<file path="src/rtl/contador_sched.sv">
// contador_sched: grants a shared up-counter to one of N_REQ requesters per job (count 0..target).
// Round-robin arbitration by default; define CONTADOR_SCHED_FIXED_PRIO_EN for fixed priority (lowest index wins).
module contador_sched #(
  parameter int unsigned N_REQ = 4,
  parameter int unsigned CNT_W = 4
) (
  input  logic                   clk,
  input  logic                   reset,
  input  logic [N_REQ-1:0]       req,
  input  logic [N_REQ*CNT_W-1:0] tgt,
  output logic [N_REQ-1:0]       gnt,
  output logic [N_REQ-1:0]       done,
  output logic [CNT_W-1:0]       contador,
  output logic                   busy
);
  localparam int unsigned IDX_W = (N_REQ > 1) ? $clog2(N_REQ) : 1;

  typedef enum logic [1:0] {IDLE, COUNT, DONE} state_t;

  state_t           state, state_n;
  logic [N_REQ-1:0] gnt_n, done_n;
  logic [CNT_W-1:0] cnt_n, tgt_q, tgt_n;
  logic             busy_n;
  logic [IDX_W-1:0] owner, owner_n, win, start;
  logic             found;
  int unsigned      idx;
  logic [CNT_W-1:0] tgt_a [N_REQ];

  for (genvar g = 0; g < N_REQ; g++) begin : g_unpack
    assign tgt_a[g] = tgt[g*CNT_W +: CNT_W];
  end

`ifdef CONTADOR_SCHED_FIXED_PRIO_EN
  assign start = '0;
`else
  logic [IDX_W-1:0] ptr, ptr_n;
  assign start = ptr;
`endif

  // First requesting index scanning upward (with wrap) from start.
  always_comb begin
    win   = '0;
    found = 1'b0;
    idx   = 0;
    for (int unsigned i = 0; i < N_REQ; i++) begin
      idx = (32'(start) + i) % N_REQ;
      if (!found && req[IDX_W'(idx)]) begin
        found = 1'b1;
        win   = IDX_W'(idx);
      end
    end
  end

  // Next-state and next-output logic.
  always_comb begin
    state_n = state;
    gnt_n   = gnt;
    done_n  = '0;
    cnt_n   = contador;
    busy_n  = busy;
    tgt_n   = tgt_q;
    owner_n = owner;
`ifndef CONTADOR_SCHED_FIXED_PRIO_EN
    ptr_n   = ptr;
`endif
    case (state)
      IDLE: begin
        if (found) begin
          state_n    = COUNT;
          tgt_n      = tgt_a[win];
          cnt_n      = '0;
          gnt_n      = '0;
          gnt_n[win] = 1'b1;
          busy_n     = 1'b1;
          owner_n    = win;
`ifndef CONTADOR_SCHED_FIXED_PRIO_EN
          ptr_n      = (32'(win) == N_REQ - 1) ? '0 : win + IDX_W'(1);
`endif
        end
      end
      COUNT: begin
        if (!req[owner]) begin
          // Abort: release without a completion pulse; counter holds.
          state_n = IDLE;
          gnt_n   = '0;
          busy_n  = 1'b0;
        end else if (contador == tgt_q) begin
          state_n       = DONE;
          gnt_n         = '0;
          done_n[owner] = 1'b1;
        end else begin
          cnt_n = contador + CNT_W'(1);
        end
      end
      DONE: begin
        state_n = IDLE;
        busy_n  = 1'b0;
      end
      default: state_n = IDLE;
    endcase
  end

  always_ff @(posedge clk or posedge reset) begin
    if (reset) begin
      state    <= IDLE;
      gnt      <= '0;
      done     <= '0;
      contador <= '0;
      busy     <= 1'b0;
      tgt_q    <= '0;
      owner    <= '0;
`ifndef CONTADOR_SCHED_FIXED_PRIO_EN
      ptr      <= '0;
`endif
    end else begin
      state    <= state_n;
      gnt      <= gnt_n;
      done     <= done_n;
      contador <= cnt_n;
      busy     <= busy_n;
      tgt_q    <= tgt_n;
      owner    <= owner_n;
`ifndef CONTADOR_SCHED_FIXED_PRIO_EN
      ptr      <= ptr_n;
`endif
    end
  end

endmodule

</file>
<file path="config.mk">
export PLATFORM = sky130hd
export DESIGN_NAME = contador_sched
export DESIGN_NICKNAME = d
export VERILOG_FILES = /design/src/rtl/contador_sched.sv
export SDC_FILE = /design/constraint.sdc
export NUM_CORES = 1
export LEC_CHECK = 0
export ABC_CLOCK_PERIOD_IN_PS = 1800
export CAP_MARGIN = 5
export CELL_PAD_IN_SITES_DETAIL_PLACEMENT = 2
export CELL_PAD_IN_SITES_GLOBAL_PLACEMENT = 2
export CORE_MARGIN = 10
export CORE_UTILIZATION = 23
export CTS_CLUSTER_DIAMETER = 150
export DETAILED_ROUTE_END_ITERATION = 16
export GPL_TIMING_DRIVEN = 1
export PLACE_DENSITY_LB_ADDON = 0.3
export SKIP_LAST_GASP = 1
export SYNTH_ARGS = -nofsm -noshare
export SYNTH_HDL_FRONTEND = slang
export SYNTH_SLANG_ARGS = --single-unit
</file>
<file path="constraint.sdc">
create_clock -name clk -period 1.8 [get_ports clk]
set_input_delay 0.36 -clock clk [delete_from_list [all_inputs] [get_ports clk]]
set_output_delay 0.36 -clock clk [all_outputs]
set_load 0.03 [all_outputs]
</file>
==> results of run 1 <==
-- cell families (layout without fill, tap and decap cells) --
family	Yosys count	count (layout)	share of synthesized area (%)
AOI/OAI and AO/OA	34	34	20.80
adders and majority gates	5	5	4.643
buffers and inverters	11	70	4.178
muxes	9	9	7.892
DFF	23	23	42.71
xor gates and xnor gates	5	5	3.250
and+or+nand+nor	43	43	16.53
-- area by class of cell --
| cell class | count | area share [%] |
|---|---|---|
| inverters | 7 | 1.306 |
| multi-input cells | 96 | 37.31 |
| repair buffers | 59 | 25.75 |
| flip-flops and latches | 23 | 28.86 |
| clock inverters | 1 | 0.2488 |
| well taps | 72 | 4.478 |
| clock buffers | 3 | 2.052 |
-- Yosys cell counts (all sizes together) --
cell      n  area [um^2]
dfrtp    23        575.6
nand2    15        56.30
nor2      9        33.78
inv       7        26.28
ha        5        62.56
mux2i     5        50.05
o31ai     5        37.54
a21oi     4        20.02
a22o      4        35.03
nand4     4        25.02
or2       4        27.53
xor2      4        35.03
a211o     3        26.28
a32o      3        33.78
buf       3        26.27
mux2      3        33.78
o211ai    3        22.52
o21ai     3        15.01
nand2b    2        12.51
nor2b     2        12.51
nor4      2        12.51
a2111oi   1        8.760
a21o      1        7.510
a221o     1        10.01
a221oi    1        8.760
a311oi    1        8.760
and2      1        8.760
and3      1        7.510
and4      1        8.760
clkbuf    1        3.750
mux4      1        22.52
nand3     1        10.01
o21a      1        7.510
o21bai    1        7.510
o22a      1        10.01
o41a      1        21.27
or4       1        7.510
xnor2     1        8.760
-- worst max path at each step --
stage | from | to | slack (ns) | depth (start not counted)
2_1_floorplan | contador[2] | gnt[0] | -0.12 | 5
3_3_place_gp | req[2] | tgt_q[0] | -0.52 | 6
3_5_place_dp | req[2] | tgt_q[0] | -0.60 | 6
4_1_cts | owner[1] | gnt[1] | -0.07 | 5
5_1_grt | owner[1] | gnt[2] | -0.12 | 5
6_report | owner[1] | gnt[3] | -0.07 | 5
-- repair_timing --
action,4_1_cts,5_1_grt
pin swaps,0,2
setup endpoints to repair,22,14
gates resized for setup,11,6
hold buffers,0,0
-- power by group --
group	leakage (nW)	internal (mW)	switching, mW
Sequential	0.293	0.725	0.178
Clock	0.0255	0.155	0.187
Combinational	0.619	1.01	1.10
Total	0.937	1.89	1.46
-- placed cells by master (no fill, tap or decap), drive strengths merged, types with 2 or more instances in the layout --
master and n:
o21ai 3, nor2 9, xor2 4, nor2b 2, dlygate4sd2 8, buf 25
or2 4, o31ai 5, dfrtp 23, nand4 4, nand2 15, clkbuf 3
mux2i 5, a211o 3, mux2 3, a22o 4, nor4 2, a32o 3
inv 7, ha 5, a21oi 4, o211ai 3, nand2b 2, clkdlybuf4s50 26
-- per-stage QoR --
stage	hold slack [ns]	setup slack (ns)	setup TNS (ns)
after floorplan	0.3617	-0.1195	-0.5352
final	0.4472	-0.06941	-0.3262
after global routing	0.4907	-0.1168	-0.6319
after global placement	0.4855	-0.5217	-6.630
after CTS	0.4564	-0.06648	-0.3170
after detailed placement	0.4909	-0.5962	-8.188
-- sequential cells by signal, summed over array words and instances, names as in the netlist --
name / cells
ptr: 2
contador: 4
owner: 2
state: 2
busy: 1
done: 4
tgt_q: 4
gnt: 4
-- per-layer routing --
metal  GRT usage [%]  vias to the layer above  part of all wire, %  wire, um
met5               0                        -                    0         0
met4           4.722                        0                  1.9        88
met3           1.619                        5                  4.5       209
met2           18.93                       27                   51      2352
met1           11.64                      642                   43      1980
li1                -                      600                    -         -
-- critical path, delay by kind of cell, from the launching register on --
kind / cells / cell delay (ns)
AOI/OAI and AO/OA: 2 / 0.37
and+or+nand+nor: 2 / 0.42
DFF: 1 / 0.41
muxes: 1 / 0.57
==> impl_metrics.ini, run 1 <==
[final_layout]
utilization_pct = 35.88
final_nets = 217
final_cells = 261
multi_input_area_um2 = 750.7
fillers = 627
n_antenna_cell = 0
area_delta_synth_final_pct = 49.30
finalInstanceArea_mm2 = 0.002012
drive_gt1_share_pct = 29.10
regArea_um2 = 580.6

[timing]
fin_crit_sh_pct = 103.9
final.min_clock_period_ns = 1.869
skew_ns = 0.005616
setup_slack_ns = -0.06941
drv_slew = 0
slew_headroom_pct = 76.77
tightestPinTransition_ns = 0.3448
setup_viol = 6
rsz0062_at_grt = yes
achievable-frequency_mhz = 534.9
hold_viol = 0

[grt]
antenna_found_initial = 0
grt_pass1_vias = 1489
grt_overflow_total = 0
grt_pass1_wl_um = 7521
grt_use_total_pct = 10.42
grt_max_degree = 24

[clock_tree]
path_clk_slew_ns = 0.09
cts_tree = yes
clock_sinks = 23
clockRootBuffer = clkbuf_8
cts-htree-levels = 1
insertion_delay_ns = 0.28
numCtsBuffers = 3
clockBufferDepth = 2
post-cts-setup-buffer-count = 0

[placement]
place_area_mm2 = 0.001947
io_buffers = 34
dp.cells = 257
gp_congestion = 0.8239
dpl.hpwl_um = 3837

[power_and_ir_drop]
leakagePower_nw = 0.9368
p_total_mw = 3.355
p_per_area_mw_per_mm2 = 1668
ir_drop_v = 0.0005173

[synth]
yosysSeqAreaShare_pct = 42.71
netlist_area_mm2 = 0.001348
synth-seq-cells = 23
yosys_warnings = 0
synth.distinct_cells = 40
syn-num-nets = 157
netlist_instances = 130
syn_area_per_cell_um2 = 10.37

[route]
drc = 0
first_iter_violations = 44
drt.antenna.violating_nets = 0
detail_route.wirelength_um = 4631
vias_per_cell = 4.881
dr.pass1.iters = 2
wl_per_cell_um = 17.74
via_count = 1274

[die]
start_util_pct = 24.03
core_area_mm2 = 0.005608
ios = 35
die_w_um = 96.55
rows = 27
fp.dieH_um = 96.55
die_area_mm2 = 0.009321

[worst_setup_path]
required_ns = 1.98
worstReg2RegStart = owner[1]
path_cells = mux4_2 -> o41a_4 -> and2_4 -> or2_4 -> a22o_1
r2r_cells = 5
path_class = flop to flop
rrSetupSlack_ns = -0.07
worstReg2RegEnd = gnt[3]
critPathSlowestCell = mux4_2
start_kind = flop
crit_arrival_ns = 2.05
worstPathMaxFanout = 4
slowest_delay_ns = 0.57
worstSetupEndpointType = flop

[flow_run]
drv_cap = 0

[outcome]
status = finished with violations
violations = negative setup slack

[worst_hold_path]
min_path_type = input pin to asynchronous set/reset pin
Power figures use the tool's default switching activity.
==> run 2: changes to the inputs <==
- CORE_UTILIZATION: 23 -> 27
==> impl_metrics.ini, run 2 (synthesis results as in run 1) <==
[power_and_ir_drop]
leakagePower_nw = 0.9553
p_total_mw = 3.388
ir_drop_v = 0.0006534
p_per_area_mw_per_mm2 = 1678

[clock_tree]
path_clk_slew_ns = 0.08
insertion_delay_ns = 0.27
cts_tree = yes
clock_sinks = 23
clockRootBuffer = clkbuf_8
numCtsBuffers = 3
clockBufferDepth = 2
cts-htree-levels = 1

[route]
dr.pass1.iters = 4
drt.antenna.violating_nets = 0
first_iter_violations = 47
wl_per_cell_um = 18.03
vias_per_cell = 4.931
detail_route.wirelength_um = 4689
drc = 0
via_count = 1282

[worst_setup_path]
required_ns = 1.97
crit_buf_inv = 0
crit_arrival_ns = 2.05
critPathSlowestCell = o41a_4
worstSetupEndpointType = flop
worstPathMaxFanout = 4
path_cells = xor2_1 -> o41a_4 -> and2_4 -> or2_4 -> a32o_2
path_class = flop to flop
slowest_delay_ns = 0.52
cp_top_family = compound AO/OA/AOI/OAI gates
start_kind = flop

[grt]
grt_max_degree = 24
grt_overflow_total = 0
grt_pass1_wl_um = 8086
grt_use_total_pct = 11.97
grt_pass1_vias = 1526
antenna_found_initial = 0

[die]
die_area_mm2 = 0.008217
rows = 25
start_util_pct = 28.16
ios = 35
fp.dieH_um = 90.65
die_w_um = 90.65
core_area_mm2 = 0.004786

[timing]
tightestPinTransition_ns = 0.3684
drv_slew = 0
skew_ns = 0.002350
setup_viol = 6
hold_viol = 0
fin_crit_sh_pct = 104.3
achievable-frequency_mhz = 532.8
slew_headroom_pct = 74.80
rsz0062_at_grt = yes
final.min_clock_period_ns = 1.877
setup_slack_ns = -0.07705

[placement]
gp_congestion = 0.7469
dpl.hpwl_um = 3899
io_buffers = 34
place_area_mm2 = 0.001963

[outcome]
violations = negative setup slack
status = finished with violations

[worst_hold_path]
min_path_type = input pin to asynchronous set/reset pin

[final_layout]
drive_gt1_share_pct = 28.50
area_delta_synth_final_pct = 49.86
finalInstanceArea_mm2 = 0.002019
final_cell_mix = 29 x buf_4, 26 x clkdlybuf4s50_1, 20 x dfrtp_1, 14 x nand2_1
n_antenna_cell = 0
mostFrequentLayoutCell = buf_4
final_nets = 221

[flow_run]
drv_cap = 0
-- run 2: cell count changes in the layout (fill, tap and decap cells not counted), sizes merged --
| cell | delta |
|---|---|
| clkbuf | +1 |
| buf | +4 |
| clkinv | -1 |
-- run 2: through the flow --
| step | TNS (ns) | util [%] | std cells | hold WS (ns) | setup slack [ns] |
|---|---|---|---|---|---|
| floorplan | -0.5352 | - | 130 | 0.3617 | -0.1195 |
| global placement | -6.424 | 41.02 | 255 | 0.4855 | -0.4290 |
| detailed placement | -7.418 | 41.02 | 255 | 0.5020 | -0.5160 |
| CTS | -0.3512 | 42.04 | 260 | 0.4410 | -0.07593 |
| global route | -0.7997 | 42.20 | 260 | 0.4590 | -0.1337 |
| finish | -0.3450 | 42.20 | 260 | 0.4320 | -0.07705 |
-- run 2: what timing repair did --
| action | 4_1_cts | 5_1_grt |
|---|---|---|
| endpoints found under the setup margin | 19 | 13 |
| hold buffers | 0 | 0 |
| gates resized for setup | 9 | 5 |
| setup buffers | 1 | 0 |
| pin swaps | 1 | 1 |
-- run 2: final timing paths --
check / startpoint / to / slack (ns) / cells past startpoint
worst min register to register: busy / busy / 0.51 / 2
worst min-delay path: reset / busy / 0.43 / 3
worst max-delay path: contador[2] / gnt[0] / -0.08 / 5
max in group asynchronous: reset / contador[2] / 1.12 / 3
worst max register to register: contador[2] / gnt[0] / -0.08 / 5
min in group clk: busy / busy / 0.51 / 2
-- run 2: cell type report --
type,count,area (um^2)
multi-input combinational,96,737.0
tap,67,83.83
timing repair buffer,63,548.0
inverter,7,26.28
sequential,23,579.3
fill,520,2766
clock buffer,4,45.04
-- run 2: layer usage --
metal  GRT usage, %  vias up  share of wire (%)
met5              0        -                  0
met2          21.33       23                 52
li1               -      609                  -
met3          3.408        3                4.9
met1          13.58      647                 43
met4          3.050        0               0.62
-- run 2: power breakdown --
part | internal (mW) | switching [mW] | leakage (nW)
Sequential | 0.723 | 0.173 | 0.294
Clock | 0.159 | 0.180 | 0.0228
Combinational | 1.04 | 1.11 | 0.639
-- run 2: worst min-delay path, stage by stage --
cell and delay (ns):
clkdlybuf4s50_1 0.40, inv_1 0.05, buf_4 0.29
